**src/rtl/input_conditioner.sv**
```systemverilog
// rtl/input_conditioner.sv - synchronize, debounce and edge-detect switches, buttons and a scanned keypad
//
// Conditions raw asynchronous inputs into clean debounced levels with
// one-cycle rise/fall pulses, scans an active-low keypad matrix and
// generates button auto-repeat pulses.
//
// Ports:
//   clk                      system clock, all logic on the rising edge
//   rst                      asynchronous active-low reset
//   sw / bt / row            raw switch, button and keypad-row inputs
//   col                      keypad column drive, one-hot active-low
//   sw_level/rise/fall       debounced switch level and edge pulses
//   bt_level/rise/fall       debounced button level and edge pulses
//   bt_repeat                button auto-repeat pulse
//   key_level/rise/fall      debounced per-key state, index = col*KP_ROWS + row
//   key_any / key_code       any key down / lowest pressed key index
module input_conditioner #(
    parameter int N_SW        = 24,
    parameter int N_BT        = 5,
    parameter int KP_ROWS     = 4,
    parameter int KP_COLS     = 4,
    parameter int DB_CYCLES   = 20000,
    parameter int SCAN_CYCLES = 5000,
    parameter int RPT_DELAY   = 50000000,
    parameter int RPT_PERIOD  = 10000000
) (
    input  logic                                 clk,
    input  logic                                 rst,
    input  logic [N_SW-1:0]                      sw,
    input  logic [N_BT-1:0]                      bt,
    input  logic [KP_ROWS-1:0]                   row,
    output logic [KP_COLS-1:0]                   col,
    output logic [N_SW-1:0]                      sw_level,
    output logic [N_SW-1:0]                      sw_rise,
    output logic [N_SW-1:0]                      sw_fall,
    output logic [N_BT-1:0]                      bt_level,
    output logic [N_BT-1:0]                      bt_rise,
    output logic [N_BT-1:0]                      bt_fall,
    output logic [N_BT-1:0]                      bt_repeat,
    output logic [KP_ROWS*KP_COLS-1:0]           key_level,
    output logic [KP_ROWS*KP_COLS-1:0]           key_rise,
    output logic [KP_ROWS*KP_COLS-1:0]           key_fall,
    output logic                                 key_any,
    output logic [$clog2(KP_ROWS*KP_COLS)-1:0]   key_code
);

    localparam int NK       = KP_ROWS * KP_COLS;
    localparam int NCH      = N_SW + N_BT + NK;
    localparam int BT_BASE  = N_SW;
    localparam int KEY_BASE = N_SW + N_BT;
    localparam int DBW      = $clog2(DB_CYCLES + 1);
    localparam int SCW      = $clog2(SCAN_CYCLES);
    localparam int CIW      = $clog2(KP_COLS);
    localparam int HW       = $clog2(RPT_DELAY + 1);
    localparam int PW       = $clog2(RPT_PERIOD + 1);
    localparam int KCW      = $clog2(NK);

    // Input synchronizers
    logic [N_SW-1:0]    sw_s1_q, sw_s1_d, sw_s2_q, sw_s2_d;
    logic [N_BT-1:0]    bt_s1_q, bt_s1_d, bt_s2_q, bt_s2_d;
    logic [KP_ROWS-1:0] row_s1_q, row_s1_d, row_s2_q, row_s2_d;

    // Keypad scanner
    logic [SCW-1:0]     scan_cnt_q, scan_cnt_d;
    logic [CIW-1:0]     col_idx_q, col_idx_d;
    logic [NK-1:0]      kraw_q, kraw_d;

    // Shared debounce/edge state for every channel: switches, buttons, keys
    logic [NCH-1:0]     din;
    logic [NCH-1:0]     lvl_q, lvl_d;
    logic [NCH-1:0]     rise_q, rise_d;
    logic [NCH-1:0]     fall_q, fall_d;
    logic [DBW-1:0]     db_cnt_q [NCH];
    logic [DBW-1:0]     db_cnt_d [NCH];

    // Button auto-repeat
    logic [HW-1:0]      hold_q [N_BT];
    logic [HW-1:0]      hold_d [N_BT];
    logic [PW-1:0]      per_q  [N_BT];
    logic [PW-1:0]      per_d  [N_BT];
    logic [N_BT-1:0]    rpt_q, rpt_d;

    assign din = {kraw_q, bt_s2_q, sw_s2_q};

    always_comb begin
        sw_s1_d  = sw;
        sw_s2_d  = sw_s1_q;
        bt_s1_d  = bt;
        bt_s2_d  = bt_s1_q;
        row_s1_d = row;
        row_s2_d = row_s1_q;
    end

    // The row synchronizer lags the column drive by two clocks, so the rows
    // are only latched on the final dwell cycle of each column.
    always_comb begin
        scan_cnt_d = scan_cnt_q + 1'b1;
        col_idx_d  = col_idx_q;
        kraw_d     = kraw_q;
        if (scan_cnt_q == SCW'(SCAN_CYCLES - 1)) begin
            scan_cnt_d = '0;
            col_idx_d  = (col_idx_q == CIW'(KP_COLS - 1)) ? '0 : col_idx_q + 1'b1;
            for (int c = 0; c < KP_COLS; c++) begin
                if (col_idx_q == CIW'(c)) begin
                    for (int r = 0; r < KP_ROWS; r++) begin
                        kraw_d[c*KP_ROWS + r] = ~row_s2_q[r];
                    end
                end
            end
        end
    end

    always_comb begin
        for (int i = 0; i < NCH; i++) begin
            lvl_d[i]    = lvl_q[i];
            rise_d[i]   = 1'b0;
            fall_d[i]   = 1'b0;
            db_cnt_d[i] = '0;
            if (din[i] != lvl_q[i]) begin
                // Flip on the edge where the disagreement count would hit DB_CYCLES
                if (db_cnt_q[i] == DBW'(DB_CYCLES - 1)) begin
                    lvl_d[i]  = din[i];
                    rise_d[i] = din[i];
                    fall_d[i] = ~din[i];
                end else begin
                    db_cnt_d[i] = db_cnt_q[i] + 1'b1;
                end
            end
        end

        // Hold count is zero in the rise cycle and advances only while the
        // level stays high; once it saturates at RPT_DELAY the period counter
        // takes over. Any level change clears everything in the same edge.
        for (int b = 0; b < N_BT; b++) begin
            hold_d[b] = '0;
            per_d[b]  = '0;
            rpt_d[b]  = 1'b0;
            if (lvl_q[BT_BASE + b] && lvl_d[BT_BASE + b]) begin
                if (hold_q[b] != HW'(RPT_DELAY)) begin
                    hold_d[b] = hold_q[b] + 1'b1;
                    if (hold_q[b] == HW'(RPT_DELAY - 1)) begin
                        rpt_d[b] = 1'b1;
                    end
                end else begin
                    hold_d[b] = hold_q[b];
                    if (per_q[b] == PW'(RPT_PERIOD - 1)) begin
                        rpt_d[b] = 1'b1;
                    end else begin
                        per_d[b] = per_q[b] + 1'b1;
                    end
                end
            end
        end
    end

    always_ff @(posedge clk or negedge rst) begin
        if (!rst) begin
            sw_s1_q    <= '0;
            sw_s2_q    <= '0;
            bt_s1_q    <= '0;
            bt_s2_q    <= '0;
            row_s1_q   <= '1;
            row_s2_q   <= '1;
            scan_cnt_q <= '0;
            col_idx_q  <= '0;
            kraw_q     <= '0;
            lvl_q      <= '0;
            rise_q     <= '0;
            fall_q     <= '0;
            rpt_q      <= '0;
            for (int i = 0; i < NCH; i++) begin
                db_cnt_q[i] <= '0;
            end
            for (int b = 0; b < N_BT; b++) begin
                hold_q[b] <= '0;
                per_q[b]  <= '0;
            end
        end else begin
            sw_s1_q    <= sw_s1_d;
            sw_s2_q    <= sw_s2_d;
            bt_s1_q    <= bt_s1_d;
            bt_s2_q    <= bt_s2_d;
            row_s1_q   <= row_s1_d;
            row_s2_q   <= row_s2_d;
            scan_cnt_q <= scan_cnt_d;
            col_idx_q  <= col_idx_d;
            kraw_q     <= kraw_d;
            lvl_q      <= lvl_d;
            rise_q     <= rise_d;
            fall_q     <= fall_d;
            rpt_q      <= rpt_d;
            for (int i = 0; i < NCH; i++) begin
                db_cnt_q[i] <= db_cnt_d[i];
            end
            for (int b = 0; b < N_BT; b++) begin
                hold_q[b] <= hold_d[b];
                per_q[b]  <= per_d[b];
            end
        end
    end

    assign sw_level  = lvl_q[N_SW-1:0];
    assign sw_rise   = rise_q[N_SW-1:0];
    assign sw_fall   = fall_q[N_SW-1:0];
    assign bt_level  = lvl_q[BT_BASE +: N_BT];
    assign bt_rise   = rise_q[BT_BASE +: N_BT];
    assign bt_fall   = fall_q[BT_BASE +: N_BT];
    assign bt_repeat = rpt_q;
    assign key_level = lvl_q[KEY_BASE +: NK];
    assign key_rise  = rise_q[KEY_BASE +: NK];
    assign key_fall  = fall_q[KEY_BASE +: NK];
    assign key_any   = |key_level;

    always_comb begin
        col = '1;
        for (int c = 0; c < KP_COLS; c++) begin
            col[c] = (col_idx_q != CIW'(c));
        end
        // Walk downward so the lowest set index wins
        key_code = '0;
        for (int i = NK - 1; i >= 0; i--) begin
            if (key_level[i]) begin
                key_code = KCW'(i);
            end
        end
    end

endmodule

```
**config.mk**
```make
export PLATFORM = sky130hd
export DESIGN_NAME = input_conditioner
export DESIGN_NICKNAME = d
export VERILOG_FILES = /design/src/rtl/input_conditioner.sv
export SDC_FILE = /design/constraint.sdc
export NUM_CORES = 2
export LEC_CHECK = 0
export CAP_MARGIN = 0
export CORE_UTILIZATION = 25
export DETAILED_ROUTE_END_ITERATION = 6
export GPL_ROUTABILITY_DRIVEN = 0
export GPL_TIMING_DRIVEN = 0
export SYNTH_ARGS = -nofsm -noshare
export SYNTH_HDL_FRONTEND = slang
export SYNTH_SLANG_ARGS = --single-unit
```
**constraint.sdc**
```tcl
create_clock -name clk -period 3.1 [get_ports clk]
set_input_delay 0.62 -clock clk [delete_from_list [all_inputs] [get_ports clk]]
set_output_delay 0.62 -clock clk [all_outputs]
set_load 0.005 [all_outputs]
```
Word level (Yosys, flattened, before mapping)
Index checks and enable logic that the tools add are counted. W data, S select, Z words.

Flip-flop bits (word level): 1162. Bits of input ports: 35. Output and inout bits: 149. Logic and storage cells: 729.

Add/subtract/negate cells: 57. Equal/unequal tests: 117. Multiplexer cells: 343. Bitwise operators: 49. Reductions and logical operators: 52.

Operators by type and width (count): $mux W15 (90); $add A15 B1 Y15 const B (45); $eq A15 B15 Y1 const B (45); $mux W24 (15); $mux W26 (10); $mux W1 (210); $add A26 B1 Y26 const B (5); $eq A26 B26 Y1 const B (5); $ne A26 B26 Y1 const B (5); $add A24 B1 Y24 const B (5); $eq A24 B24 Y1 const B (5); $reduce_and A2 Y1 (44); $mux W4 (16); $not A1 Y1 (49); $ne A1 B1 Y1 (45); $reduce_or A16 Y1 (1); $add A13 B1 Y13 const B (1); $eq A13 B13 Y1 const B (1); $mux W13 (1); $ne A2 B1 Y1 const B (6); $logic_and A1 B1 Y1 (5); $eq A2 B2 Y1 const B (2); $ne A2 B2 Y1 const B (2); $add A2 B1 Y2 const B (1); other kinds (4) (4).

Longest topological paths before layout
Depth after elaboration: 16. Mapped depth: 8.

Worst setup path after synthesis
Ideal clock, no wire load.

Path kind: reg-to-reg. Start point: register hold_q[78] in the netlist's numbering. End point: register per_q[81] in the netlist's numbering. Setup time: 69 ps. Data arrival time: 2122 ps. Setup slack: 909 ps. Cell stages (with the launch flop): 9. Path through: dfrtp_1 -> inv_1 -> ha_1 -> or4b_1 -> nor4b_4 -> nand3_2 -> or3_4 -> buf_12 -> nor2_4.

RTL lines: start, declared (RTL line 77) `logic [HW-1:0] hold_q [N_BT];`; start signal, assigned by index (RTL line 196) `hold_q[b] <= hold_d[b];`; end signal, assigned by index (RTL line 197) `per_q[b] <= per_d[b];`; end, declared (RTL line 79) `logic [PW-1:0] per_q [N_BT];`.

Worst setup path after layout
Start point: register lvl_q[31]. End point: output key_code[2].

Cells in the longest elaborated chain, start to end: 3.

Ends and longest elaborated chain: start, declared (RTL line 70) `logic [NCH-1:0] lvl_q, lvl_d;`; start signal, assigned (RTL line 188) `lvl_q <= lvl_d;`; $mux W4 (3 in a row) (RTL line 222) `if (key_level[i]) begin`; end, declared (RTL line 44) `output logic [$clog2(KP_ROWS*KP_COLS)-1:0] key_code`.

No other way between the ends.

==> results.sh <==
export IMPL_postSynthAreaPerCell_um2=10.39
export IMPL_slew_violations=0
export IMPL_num_rows=167
export IMPL_n_fill_cell=21110
export IMPL_cts_buffers=138
export IMPL_yosysUniqueCellTypes=62
export IMPL_port_buffers=183
export IMPL_pin_count=184
export IMPL_slew_limit_headroom_pct=28.95
export IMPL_hold_viol=2
export IMPL_status="complete, but fails checks"
export IMPL_drt_wl_total_um=101100
export IMPL_syn_cell_area_um2=52090
export IMPL_gr_total_overflow=0
export IMPL_violations="negative hold slack, negative setup slack"
export IMPL_fmax_mhz=320.2
export IMPL_dp_hpwl_um=66190
export IMPL_p_leak_nw=25.76
export IMPL_antenna_left=0
export IMPL_powerDensity_nw_per_um2=518.3
export IMPL_grt_max_degree=177
export IMPL_cts_sinks=1162
export IMPL_antenna_found_initial=3
export IMPL_critPathKind="flip-flop to output port"
export IMPL_grt_pass1_vias=35810
export IMPL_stdcell_area_um2=62610
export IMPL_power_w=0.03245
export IMPL_synth_ff_type="dfrtp_1"
export IMPL_die_x_um=458.5
export IMPL_yosys_warnings=0
export IMPL_drive_gt1_share_pct=6.731
export IMPL_vias=35450
export IMPL_rsz0062_at_grt="true"
export IMPL_setup_ws_ps=-22.60
export IMPL_synth_edf_count=0
export IMPL_worstPathArrival_ps=2500
export IMPL_setup_viol=2
export IMPL_fp_coreArea_um2=207100
export IMPL_critPathMaxFanout=8
export IMPL_cp_required_ps=2480
export IMPL_first_pass_iters=5
export IMPL_synth_top_cell_area_share_pct=55.43
export IMPL_startpoint="lvl_q[31]$_DFFE_PN0P_"
export IMPL_whs_ps=-7.451
export IMPL_clk_latency_ps=770
export IMPL_cts_tree="done"
export IMPL_min_path_type="input pin to async pin"
export IMPL_yosys_top_cells_count="dfrtp_1 (1,154), nor2_1 (1,022), xor2_1 (525)"
export IMPL_ys_seq_area_share_pct=55.84
export IMPL_skew_ps=28.97
export IMPL_syn_nets=5112
export IMPL_grtUsageTotal_pct=9.709
export IMPL_layout_min_cycle_time_ps=3123
export IMPL_wl_per_cell_um=12.24
export IMPL_grt_pass1_wl_um=174100
export IMPL_nets=5461
export IMPL_initialDrtViolationCount=1842
export IMPL_regToRegStartpoint="db_cnt_q[285]$_DFF_PN0_"
export IMPL_synthArstFlopShare_pct=100.0
export IMPL_layout_worst_path_cycle_share_pct=100.7
export IMPL_start_util_pct=25.16
export IMPL_dieArea_um2=210200
export IMPL_ys_ff_latch=1162
export IMPL_htreeDepth=4
export IMPL_max_vdd_ir_drop_mv=0.4997
export IMPL_dpl_cell_area_um2=57620
export IMPL_clk_pin_slew_worst_paths_ps=60
export IMPL_drcViolationCount=0
export IMPL_synth_most_common_cell="dfrtp_1"
export IMPL_utilization_pct=30.24
export IMPL_fp_dieH_um=458.5
export IMPL_clock_path_buffers=3
export IMPL_cts_root_buf="clkbuf_16"
export IMPL_post_place_ws_ps=-897.4
export IMPL_syn_inst=5012
export IMPL_synth_area_leaders="dfrtp_1 (55%), xor2_1 (8.8%), nor2_1 (7.4%)"
export IMPL_area_delta_synth_final_pct=20.19
export IMPL_synth_top_cell_by_area="dfrtp_1"
export IMPL_via_per_inst=4.293
export IMPL_endpoint_kind="output port"
export IMPL_worst_slew_pin_slew_ps=1058
export IMPL_startpoint_type="flip-flop"
export IMPL_cap_viol_max_count=0
flip-flops by register name (all words and copies together), names as in the netlist, 13 cells and up:
register	count
db_cnt_q	675
fall_q	45
hold_q	130
kraw_q	16
lvl_q	45
per_q	120
rise_q	45
scan_cnt_q	13
sw_s1_q	24
sw_s2_q	24
metrics by stage:
step	TNS, ps	instances
floorplan	0	5012
global placement	-	7983
detailed placement	-162080	7990
CTS	-403.0	8251
global route	-704.3	8257
finish	-33.43	8257
cell usage in the layout (no fill, tap or decap), types with 149 or more instances in the layout:
cell / n
xor2_1: 525
dfrtp_1: 1147
nor3_1: 149
and3_1: 167
nand3_1: 342
nor2_1: 1018
xnor2_1: 334
nand2_1: 325
clkdlybuf4s50_1: 180
nand4_1: 216
final timing paths:
| check | to | slack (ps) | depth (start not counted) |
|---|---|---|---|
| max | key_code[2] | -20 | 3 |
| max in group asynchronous | per_q[43]$_DFF_PN0_ | 470 | 5 |
| min reg2reg | sw_s2_q[14]$_DFF_PN0_ | 350 | 0 |
| min in group clk | row_s1_q[2]$_DFF_PN1_ | 260 | 1 |
| max reg2reg | hold_q[101]$_DFFE_PN0P_ | 340 | 8 |
| min | fall_q[29]$_DFF_PN0_ | -7 | 2 |
layer usage:
layer	GRT usage, %	routed length [um]	part of all wire, %	vias up
li1	-	-	-	17550
met1	12.77	48560	48	17340
met2	15.56	46270	46	405
met3	2.124	3561	3.5	155
met4	3.562	2666	2.6	0
met5	0	0	0	-
report_power, final:
group / total (W) / switching (W) / leakage [nW] / internal [W]
logic: 0.000682 / 0.000483 / 7.51 / 0.000199
registers: 0.0154 / 0.000133 / 16.0 / 0.0153
clock network: 0.0163 / 0.00658 / 2.27 / 0.00974
critical path, cell delays in order (launching register included):
cell and delay [ps]:
dfrtp_1 500, nor4_1 490, a21boi_0 220, clkdlybuf4s50_1 520
area by class of cell:
type	instances	area, um2	area share, %
Sequential cell	1162	29100	46.48
Multi-Input combinational cell	3640	22250	35.54
Clock buffer	196	4016	6.415
Tap cell	2788	3488	5.571
Timing Repair Buffer	210	2288	3.655
Clock inverter	50	608.1	0.9712
Inverter	122	457.9	0.7314
Buffer	87	394.1	0.6295
Antenna cell	2	5.005	0.007993
cells by family (layout without fill, tap and decap cells):
kind of cell	Yosys count	after routing	share of synthesized area, %
other	0	2	0
AND/OR/NAND/NOR	2606	2606	24.84
XOR/XNOR	859	859	14.44
buffers and inverters	210	665	1.643
multiplexers	48	48	1.021
adder cells (fa/ha/maj)	65	65	1.561
flip-flops	1162	1162	55.84
AO/OA/AOI/OAI	62	62	0.6557
timing repair:
| action | 4_1_cts | 5_1_grt |
|---|---|---|
| pin swaps | 7 | 5 |
| gates resized for setup | 34 | 1 |
| endpoints found under the setup margin | 115 | 46 |
| cloned | 1 | 1 |
| hold buffers | 2 | 0 |
| buffers inserted | 13 | 3 |
| endpoints found under the hold margin | 57 | 0 |
Note: power is estimated with default switching activity, not from simulation.
